--- config.mk ---
export PLATFORM = sky130hd
export DESIGN_NAME = status_unit
export DESIGN_NICKNAME = d
export VERILOG_FILES = /design/src/rtl/status_unit.sv
export SDC_FILE = /design/constraint.sdc
export NUM_CORES = 1
export LEC_CHECK = 0
export BUFFER_PORTS_ARGS = -buffer_cell sky130_fd_sc_hd__buf_2
export CAP_MARGIN = 15
export CORE_MARGIN = 4
export CORE_UTILIZATION = 42
export CTS_BUF_LIST = sky130_fd_sc_hd__clkbuf_4
export CTS_CLUSTER_DIAMETER = 150
export DETAILED_ROUTE_END_ITERATION = 6
export PLACE_DENSITY = 0.87
export SYNTH_ARGS = -nofsm -noshare
export SYNTH_HDL_FRONTEND = slang
export SYNTH_SLANG_ARGS = --single-unit
--- constraint.sdc ---
create_clock -name clk -period 2.35 [get_ports clk]
set_input_delay 0.1175 -clock clk [delete_from_list [all_inputs] [get_ports clk]]
set_output_delay 0.1175 -clock clk [all_outputs]
set_load 0.01 [all_outputs]
--- src/rtl/status_unit.sv ---
// CP0 Status register (reg 12): mode, interrupt-enable and exception-level state.
// Latency: updates on the rising edge after a strobe; read_data is combinational from the register.
// Backpressure: none; every strobe is applied on every edge it is held.
module status_unit #(
  parameter logic [31:0] RESET_VALUE = 32'h0040_0004
) (
  input  logic        clk,
  input  logic        rst,
  input  logic        r_p,
  input  logic        r_h,
  input  logic        ei_en,
  input  logic        di_en,
  input  logic        cu0_en,
  input  logic        cp0_unusable,
  input  logic        um_en,
  input  logic        um,
  input  logic        eret,
  input  logic        we_s,
  input  logic        sr,
  input  logic        nmi,
  input  logic [31:0] write_data,
  output logic [31:0] read_data
);

  // Writable bits: CU[31:28], RP, BEV, SR, NMI, IM[15:8], UM, ERL, EXL, IE.
  localparam logic [31:0] WMASK = 32'hF858_FF17;

  localparam int B_CU0 = 28;
  localparam int B_RP  = 27;
  localparam int B_BEV = 22;
  localparam int B_SR  = 20;
  localparam int B_NMI = 19;
  localparam int B_UM  = 4;
  localparam int B_ERL = 2;
  localparam int B_EXL = 1;
  localparam int B_IE  = 0;

  logic [31:0] r_status;
  logic [31:0] w_next;

  assign read_data = r_status;

  // Next-value build: later steps override earlier ones on the same bit.
  always_comb begin
    w_next = r_status;
    if (we_s)   w_next = write_data & WMASK;
    if (cu0_en) w_next[B_CU0] = ~cp0_unusable;
    if (um_en)  w_next[B_UM]  = um;
    if (r_h)    w_next[B_RP]  = 1'b0;
    if (r_p)    w_next[B_RP]  = 1'b1;
    if (ei_en)  w_next[B_IE]  = 1'b1;
    if (di_en)  w_next[B_IE]  = 1'b0;
    // ERET clears only one level, chosen by the pre-edge ERL.
    if (eret) begin
      if (r_status[B_ERL]) w_next[B_ERL] = 1'b0;
      else                 w_next[B_EXL] = 1'b0;
    end
    if (sr) begin
      w_next[B_SR]  = 1'b1;
      w_next[B_BEV] = 1'b1;
      w_next[B_ERL] = 1'b1;
    end
    if (nmi) begin
      w_next[B_NMI] = 1'b1;
      w_next[B_BEV] = 1'b1;
      w_next[B_ERL] = 1'b1;
    end
  end

  // Status register; reset is asynchronous and overrides every strobe.
  always_ff @(posedge clk or posedge rst) begin
    if (rst) r_status <= RESET_VALUE;
    else     r_status <= w_next;
  end

endmodule

==> metrics.log, run 1 <==
INFO  metric detailedRoute.firstIterationViolations = 1
INFO  metric synthesis.yosys.warnings = 0
INFO  metric layout-drive-gt1-share = 53.8%
INFO  metric max-clock-path-buffers = 2
INFO  metric postLayoutCellArea = 1230 sq um
INFO  metric cpPeakStageDelay = 0.56 ns
INFO  metric ir_worst_vdd = 0.315 mV
INFO  metric cp.required = 2.23 ns
INFO  metric met3_usage = 2.45%
INFO  metric global_route.usage.met2 = 25.9%
INFO  metric tritoncts = yes
INFO  metric area_delta_synth_final = 35.5%
INFO  metric path_buf_inv = 1
INFO  metric netlist_area = 906 sq um
INFO  metric worst-slew-pin-transition = 0.718 ns
INFO  metric clock_sink_count = 20
INFO  metric total_switching_power = 182 uW
INFO  metric dp_hpwl = 1490 um
INFO  metric finalWorstPathRequiredPeriod = 1.09 ns
INFO  metric max_clock_freq = 916 MHz
INFO  metric postRouteAntennaNets = 0
INFO  metric dieWidth = 54.4 um
INFO  metric finish.net_count = 177
INFO  metric total_routing_resource_utilization_after_global_routing = 12.8%
INFO  metric run_status = completed
INFO  metric placed_instances = 147
INFO  metric detail_route.first_pass.iterations = 3
INFO  metric grt_setup_unrepaired = no
INFO  metric worst_path_dominant_cell_family = flip-flops
INFO  metric detail_route.vias_per_cell = 4.46
INFO  metric gpl.final_weighted_congestion = 0.656
INFO  metric worst_setup_path_start_kind = flop
INFO  metric total_power = 711 uW
INFO  metric slowest_stage = sky130_fd_sc_hd__dfstp_2
INFO  metric cellInternalPower = 529 uW
INFO  metric timing_max_transition_violations_final = 0
INFO  metric cts.clk_slew.worst_paths = 0.10 ns
INFO  metric wl_per_cell = 12.2 um
INFO  metric finalHoldViolations = 0
INFO  metric sequentialPowerShare = 54.8%
INFO  metric remaining_drc_errors = 0
INFO  metric layout.cells.most_common = sky130_fd_sc_hd__buf_2
INFO  metric port_buffers = 53
INFO  metric setup_viol_count_final = 0
INFO  metric timing.critical_path.to_type = output pin
INFO  metric fp.coreArea = 2000 sq um
INFO  metric cts-root-buf = sky130_fd_sc_hd__clkbuf_4
INFO  metric synth_cells = 70
INFO  metric relSlewSlack = 52.1%
INFO  metric synth.distinct_cells = 16
INFO  metric gr-max-usage-layer = met2
INFO  metric min_path_type = input pin to flop
INFO  metric totalWireLength = 1910 um
INFO  metric resized_cells_post_cts = 0
INFO  metric h-tree-depth = 1
INFO  metric antennaDiodeCount = 0
INFO  metric antenna_found_initial = 0
INFO  metric power_density = 579 nW/um^2
INFO  metric placed_area = 1140 sq um
INFO  metric globalRoute.totalOverflow = 0
INFO  metric max-cap-violations = 0
INFO  metric timing_worst_setup_path_type = flop to output pin
INFO  metric cell_chain_of_the_critical_path = buf_2
INFO  metric total_leakage_power = 0.654 nW
INFO  metric grt_pass1_wl = 2650 um
INFO  metric vias = 700
INFO  metric design.die.area = 2960 sq um
INFO  metric post-route-util = 61.3%
INFO  metric synth_area_per_cell = 12.9 sq um
INFO  metric grt.met1_usage = 11.7%
INFO  metric layout_common_cells = 53 x sky130_fd_sc_hd__buf_2, 18 x sky130_fd_sc_hd__dfrtp_1, 12 x sky130_fd_sc_hd__conb_1
INFO  metric clock_share_of_power = 24.5%
INFO  metric sw_frac_of_total = 25.6%
INFO  metric synth_seq_cells = 20
INFO  metric path_max_fanout = 4
INFO  metric grt_max_degree = 23
INFO  metric tns = 0 ns
INFO  metric insertion_delay = 0.28 ns
INFO  metric crit_arrival = 0.97 ns
INFO  metric ports = 78
INFO  metric sequential_share_of_the_synthesized_area = 55.5%
INFO  metric dieHeight = 54.4 um
INFO  metric period_share = 46.4%
INFO  metric final.setup_skew = 0.0000485 ns
INFO  metric initial_core_util = 45.3%
INFO  metric floorplan.rows = 16
INFO  metric cts_buffer_count = 3
INFO  metric grt_pass1_vias = 659
INFO  metric largest_reg_flops = 20
INFO  metric comb_power_share = 20.7%
INFO  metric instances_no_fill = 157
==> power by group through the flow <==
stage               combinational [mW]  clock [mW]  sequential (mW)
finish                           0.147       0.174            0.390
floorplan                       0.0747           0            0.412
global route                     0.163       0.197            0.394
detailed placement               0.141           0            0.397
global placement                 0.137           0            0.394
CTS                              0.148       0.180            0.390
==> cells in the mapped netlist <==
master	n	area, sq um
sky130_fd_sc_hd__inv_1	3	11.3
sky130_fd_sc_hd__and2_1	1	6.26
sky130_fd_sc_hd__conb_1	1	3.75
sky130_fd_sc_hd__dfstp_2	2	52.6
sky130_fd_sc_hd__nor2b_1	2	12.5
sky130_fd_sc_hd__a211o_1	2	17.5
sky130_fd_sc_hd__mux2i_1	8	80.1
sky130_fd_sc_hd__buf_4	13	97.6
sky130_fd_sc_hd__a21oi_1	2	10.0
sky130_fd_sc_hd__buf_6	1	11.3
sky130_fd_sc_hd__nor2_1	1	3.75
sky130_fd_sc_hd__mux2_2	11	124
sky130_fd_sc_hd__o21bai_1	1	7.51
sky130_fd_sc_hd__nand2_1	2	7.51
sky130_fd_sc_hd__dfrtp_1	18	450
sky130_fd_sc_hd__o21ai_1	2	10.0
==> repair_timing <==
action	4_1_cts	5_1_grt
setup endpoints to repair	0	0
hold buffers	5	1
setup buffers	0	0
endpoints found under the hold margin	22	1
==> logic make-up (layout without fill, tap and decap cells) <==
group | after synthesis | in the layout | synth area share [%]
compound gates | 7 | 7 | 4.97
flops | 20 | 20 | 55.5
mux | 19 | 19 | 22.5
other cells | 1 | 12 | 0.414
buf+inv | 17 | 66 | 13.3
simple gates | 6 | 6 | 3.32
==> per-layer routing <==
metal / share of wire, % / wire, um
met5: 0 / 0
met1: 35 / 677
met3: 13 / 244
met4: 0 / 0
met2: 52 / 988
==> layout make-up <==
| cell class | count | area (sq um) |
|---|---|---|
| Timing Repair Buffer | 59 | 325 |
| Clock buffer | 4 | 30.0 |
| Sequential cell | 20 | 503 |
| Tap cell | 27 | 33.8 |
| Inverter | 3 | 11.3 |
| Multi-Input combinational cell | 44 | 324 |
| Fill cell | 163 | 774 |
==> metrics by stage <==
stage / hold WS, ns / setup slack (ns)
detailed placement: 0.284 / 1.28
finish: 0.0189 / 1.26
floorplan: 0.0798 / 1.46
global route: 0.0108 / 1.22
global placement: 0.262 / 1.31
CTS: 0.00260 / 1.25
==> path summary, 6_finish.rpt <==
check | start | endpoint | slack (ns) | cells past startpoint
max in group asynchronous | rst | read_data[13]$_DFFE_PP0P_ | 1.41 | 3
max | read_data[2]$_DFF_PP1_ | read_data[2] | 1.26 | 1
max reg2reg | read_data[19]$_DFFE_PP0P_ | read_data[19]$_DFFE_PP0P_ | 1.46 | 2
min | um_en | read_data[4]$_DFFE_PP0P_ | 0.02 | 2
min reg2reg | read_data[9]$_DFFE_PP0P_ | read_data[9]$_DFFE_PP0P_ | 0.52 | 1
min in group asynchronous | rst | read_data[31]$_DFFE_PP0P_ | 0.47 | 3
Note: power is estimated with default switching activity, not from simulation.
==> run 2: changes to the inputs <==
--- a/config.mk
+++ b/config.mk
@@ -5,14 +5,15 @@
 export SDC_FILE = /design/constraint.sdc
 export NUM_CORES = 1
 export LEC_CHECK = 0
+export ABC_AREA = 1
 export BUFFER_PORTS_ARGS = -buffer_cell sky130_fd_sc_hd__buf_2
 export CAP_MARGIN = 15
 export CORE_MARGIN = 4
-export CORE_UTILIZATION = 42
+export CORE_UTILIZATION = 36
 export CTS_BUF_LIST = sky130_fd_sc_hd__clkbuf_4
 export CTS_CLUSTER_DIAMETER = 150
 export DETAILED_ROUTE_END_ITERATION = 6
-export PLACE_DENSITY = 0.87
+export PLACE_DENSITY = 0.78
 export SYNTH_ARGS = -nofsm -noshare
 export SYNTH_HDL_FRONTEND = slang
 export SYNTH_SLANG_ARGS = --single-unit
==> constraint.sdc (replaced) <==
create_clock -name clk -period 1 [get_ports clk]
set_input_delay 0.05 -clock clk [delete_from_list [all_inputs] [get_ports clk]]
set_output_delay 0.05 -clock clk [all_outputs]
set_load 0.01 [all_outputs]
==> run 2 against run 1 <==
Setup slack got worse by 1.3 ns. Synthesized area rose by 5.2%. Sequential cell count did not move. Register-to-register slack worse by 1.4 ns. Core utilization fell by 0.40 points. Sequential share of layout area is 7.9 points lower. Combinational power rose to 2.9 times the previous value. First-iteration DRC count grew to 33 times the previous value. Die area increased by 19%. Power increased by 140%. Design area is 24% higher. Synthesized cell count rose by 71%. Critical path type unchanged.
==> metrics.log, run 2 <==
INFO  metric design.die.area = 3540 sq um
INFO  metric yosysMostFrequentCell = sky130_fd_sc_hd__nand2_1
INFO  metric regToRegSetupSlack = 0.05 ns
INFO  metric max_clock_freq = 1010 MHz
INFO  metric clock_sink_count = 20
INFO  metric dieHeight = 59.5 um
INFO  metric h-tree-depth = 1
INFO  metric grt_pass1_wl = 4250 um
INFO  metric share_of_the_synthesized_area_in_compound_gates_ao_oa_aoi_oai = 1.57%
INFO  metric worst-path-stages = 1
INFO  metric fp.coreArea = 2500 sq um
INFO  metric ir_worst_vdd = 0.760 mV
INFO  metric crit_arrival = 0.94 ns
INFO  metric cp.required = 0.95 ns
INFO  metric synth_cells = 120
INFO  metric preCtsSetupSlack = 0.158 ns
INFO  metric max-cap-violations = 0
INFO  metric synth_area_per_cell = 7.95 sq um
INFO  metric antenna_found_initial = 0
INFO  metric synth_adder_area_share = 0%
INFO  metric total_leakage_power = 0.889 nW
INFO  metric min_path_type = input pin to flop
INFO  metric netlist_area = 953 sq um
INFO  metric cpPeakStageDelay = 0.55 ns
INFO  metric placed_area = 1210 sq um
INFO  metric yosysTopAreaCellShare = 47.2%
INFO  metric detailedRoute.firstIterationViolations = 33
INFO  metric finish.net_count = 251
INFO  metric layout-drive-gt1-share = 31.9%
INFO  metric path_buf_inv = 1
INFO  metric clock_share_of_power = 21.9%
INFO  metric worst_slack = 0.00806 ns
INFO  metric timing.critical_path.to_type = output pin
INFO  metric grt_max_degree = 15
INFO  metric synth.area.top_cells = sky130_fd_sc_hd__dfrtp_1 47%, sky130_fd_sc_hd__nand2_1 21%, sky130_fd_sc_hd__buf_4 10%
INFO  metric worst_setup_path_start_kind = flop
INFO  metric remaining_drc_errors = 0
INFO  metric cts.clk_slew.worst_paths = 0.11 ns
INFO  metric finalWorstPathRequiredPeriod = 0.992 ns
INFO  metric sequential_share_of_the_synthesized_area = 52.8%
INFO  metric synth_mux_area_share = 0%
INFO  metric async_flop_share = 100%
INFO  metric timing_max_transition_violations_final = 0
INFO  metric final.setup_skew = 0.00435 ns
INFO  metric min_from = cp0_unusable
INFO  metric worst_path_dominant_cell_family = flip-flops
INFO  metric synthTopCellsByCount = 53 x sky130_fd_sc_hd__nand2_1, 18 x sky130_fd_sc_hd__dfrtp_1, 13 x sky130_fd_sc_hd__buf_4
INFO  metric run_status = completed
INFO  metric hold_end = read_data[28]$_DFFE_PP0P_
INFO  metric globalRoute.totalOverflow = 0
INFO  metric setup_viol_count_final = 0
INFO  metric floorplan.rows = 18
INFO  metric ports = 78
INFO  metric synth_seq_cells = 20
INFO  metric max-clock-path-buffers = 2
INFO  metric reg2reg_to = read_data[1]$_DFF_PP0_
INFO  metric cts-root-buf = sky130_fd_sc_hd__clkbuf_4
INFO  metric regToRegStartpoint = read_data[2]$_DFF_PP1_
INFO  metric layout.cells.most_common = sky130_fd_sc_hd__nand2_1
INFO  metric sw_frac_of_total = 27.8%
INFO  metric synth_top_cell_by_area = sky130_fd_sc_hd__dfrtp_1
INFO  metric slowest_stage = sky130_fd_sc_hd__dfstp_2
INFO  metric yosys.area_share.simple = 27.7%
INFO  metric comb_power_share = 25.0%
INFO  metric cellInternalPower = 1.24 mW
INFO  metric layout_common_cells = 53 x sky130_fd_sc_hd__nand2_1, 51 x sky130_fd_sc_hd__buf_2, 26 x sky130_fd_sc_hd__dlygate4sd3_1
INFO  metric gpl.final_weighted_congestion = 0.676
INFO  metric synthesis.yosys.warnings = 0
INFO  metric postLayoutCellArea = 1520 sq um
INFO  metric antennaDiodeCount = 0
INFO  metric power_density = 1130 nW/um^2
INFO  metric area_delta_synth_final = 59.7%
INFO  metric totalWireLength = 2650 um
INFO  metric sequentialPowerShare = 53.1%
INFO  metric finalHoldViolations = 0
INFO  metric total_switching_power = 479 uW
INFO  metric synth.distinct_cells = 13
INFO  metric period_share = 99.2%
INFO  metric timing.hold.ws = 0.0114 ns
INFO  metric worst_r2r_path_cells = 5
INFO  metric timing_worst_setup_path_type = flop to output pin
INFO  metric total_routing_resource_utilization_after_global_routing = 16.2%
INFO  metric min_delay_path_depth = 4
INFO  metric initial_core_util = 38.1%
INFO  metric cell_chain_of_the_critical_path = buf_6
INFO  metric detail_route.first_pass.iterations = 4
INFO  metric largest_reg_flops = 20
INFO  metric cts_buffer_count = 3
INFO  metric tritoncts = yes
INFO  metric dominant_combinational_cell_family_by_area_after_synthesis = simple AND/OR/NAND/NOR gates
INFO  metric postRouteAntennaNets = 0
INFO  metric synth_edf_count = 0
INFO  metric synthFlopType = sky130_fd_sc_hd__dfrtp_1
INFO  metric grt_pass1_vias = 1071
INFO  metric wl_per_cell = 11.3 um
INFO  metric path_max_fanout = 2
INFO  metric tns = 0 ns
INFO  metric dieWidth = 59.5 um
INFO  metric synth_xor_xnor_area_share = 0%
INFO  metric instances_no_fill = 234
INFO  metric detail_route.vias_per_cell = 4.19
INFO  metric grt_setup_unrepaired = yes
INFO  metric placed_instances = 202
INFO  metric vias = 980
INFO  metric dp_hpwl = 1690 um
INFO  metric port_buffers = 53
INFO  metric insertion_delay = 0.29 ns
==> run 2: power by group through the flow <==
| stage | Sequential (mW) | Combinational, mW | Clock [mW] |
|---|---|---|---|
| 2_1_floorplan | 0.960 | 0.174 | 0 |
| 3_3_place_gp | 0.925 | 0.332 | 0 |
| 3_5_place_dp | 0.925 | 0.339 | 0 |
| 4_1_cts | 0.913 | 0.425 | 0.397 |
| 5_1_grt | 0.921 | 0.480 | 0.431 |
| 6_report | 0.913 | 0.430 | 0.376 |
==> run 2: layout make-up <==
cell class / instances / area, sq um
tap: 30 / 37.5
inverter: 13 / 48.8
timing repair buffer: 85 / 583
clock inverter: 1 / 3.75
fill: 239 / 977
multi-input combinational: 82 / 324
clock buffer: 3 / 22.5
sequential: 20 / 503
==> run 2: logic make-up after synthesis <==
group | after synthesis
AND/OR/NAND/NOR | 67
buffers and inverters | 29
flip-flops | 20
AO/OA/AOI/OAI | 3
other | 1
==> run 2: worst max path at each step <==
stage                      startpoint                      to  slack [ns]
2_1_floorplan  read_data[2]$_DFF_PP1_  read_data[1]$_DFF_PP0_        0.16
3_3_place_gp   read_data[2]$_DFF_PP1_  read_data[1]$_DFF_PP0_        0.18
3_5_place_dp   read_data[2]$_DFF_PP1_  read_data[1]$_DFF_PP0_        0.16
4_1_cts        read_data[2]$_DFF_PP1_            read_data[2]      -0.007
5_1_grt        read_data[2]$_DFF_PP1_  read_data[1]$_DFF_PP0_       -0.03
6_report       read_data[2]$_DFF_PP1_            read_data[2]       0.008
==> run 2: layer usage <==
layer	up-vias	share of wire, %	global-route usage, %
met1	440	37	15.6
met3	2	8.6	5.01
li1	501	-	-
met5	-	0	0
met2	37	54	31.5
met4	0	0.49	5.83
==> run 2: what timing repair did <==
| action | CTS | global route |
|---|---|---|
| hold buffers | 26 | 0 |
| setup buffers | 2 | 0 |
| pin swaps | 0 | 1 |
| resized for setup | 2 | 1 |
| endpoints found under the hold margin | 40 | 0 |
| setup endpoints to repair | 2 | 3 |
==> run 2: through the flow <==
stage	power, mW	utilization (%)
6_report	1.72	60.9
5_1_grt	1.83	60.9
4_1_cts	1.74	60.9
3_5_place_dp	1.26	48.3
3_3_place_gp	1.26	48.3
2_1_floorplan	1.13	-
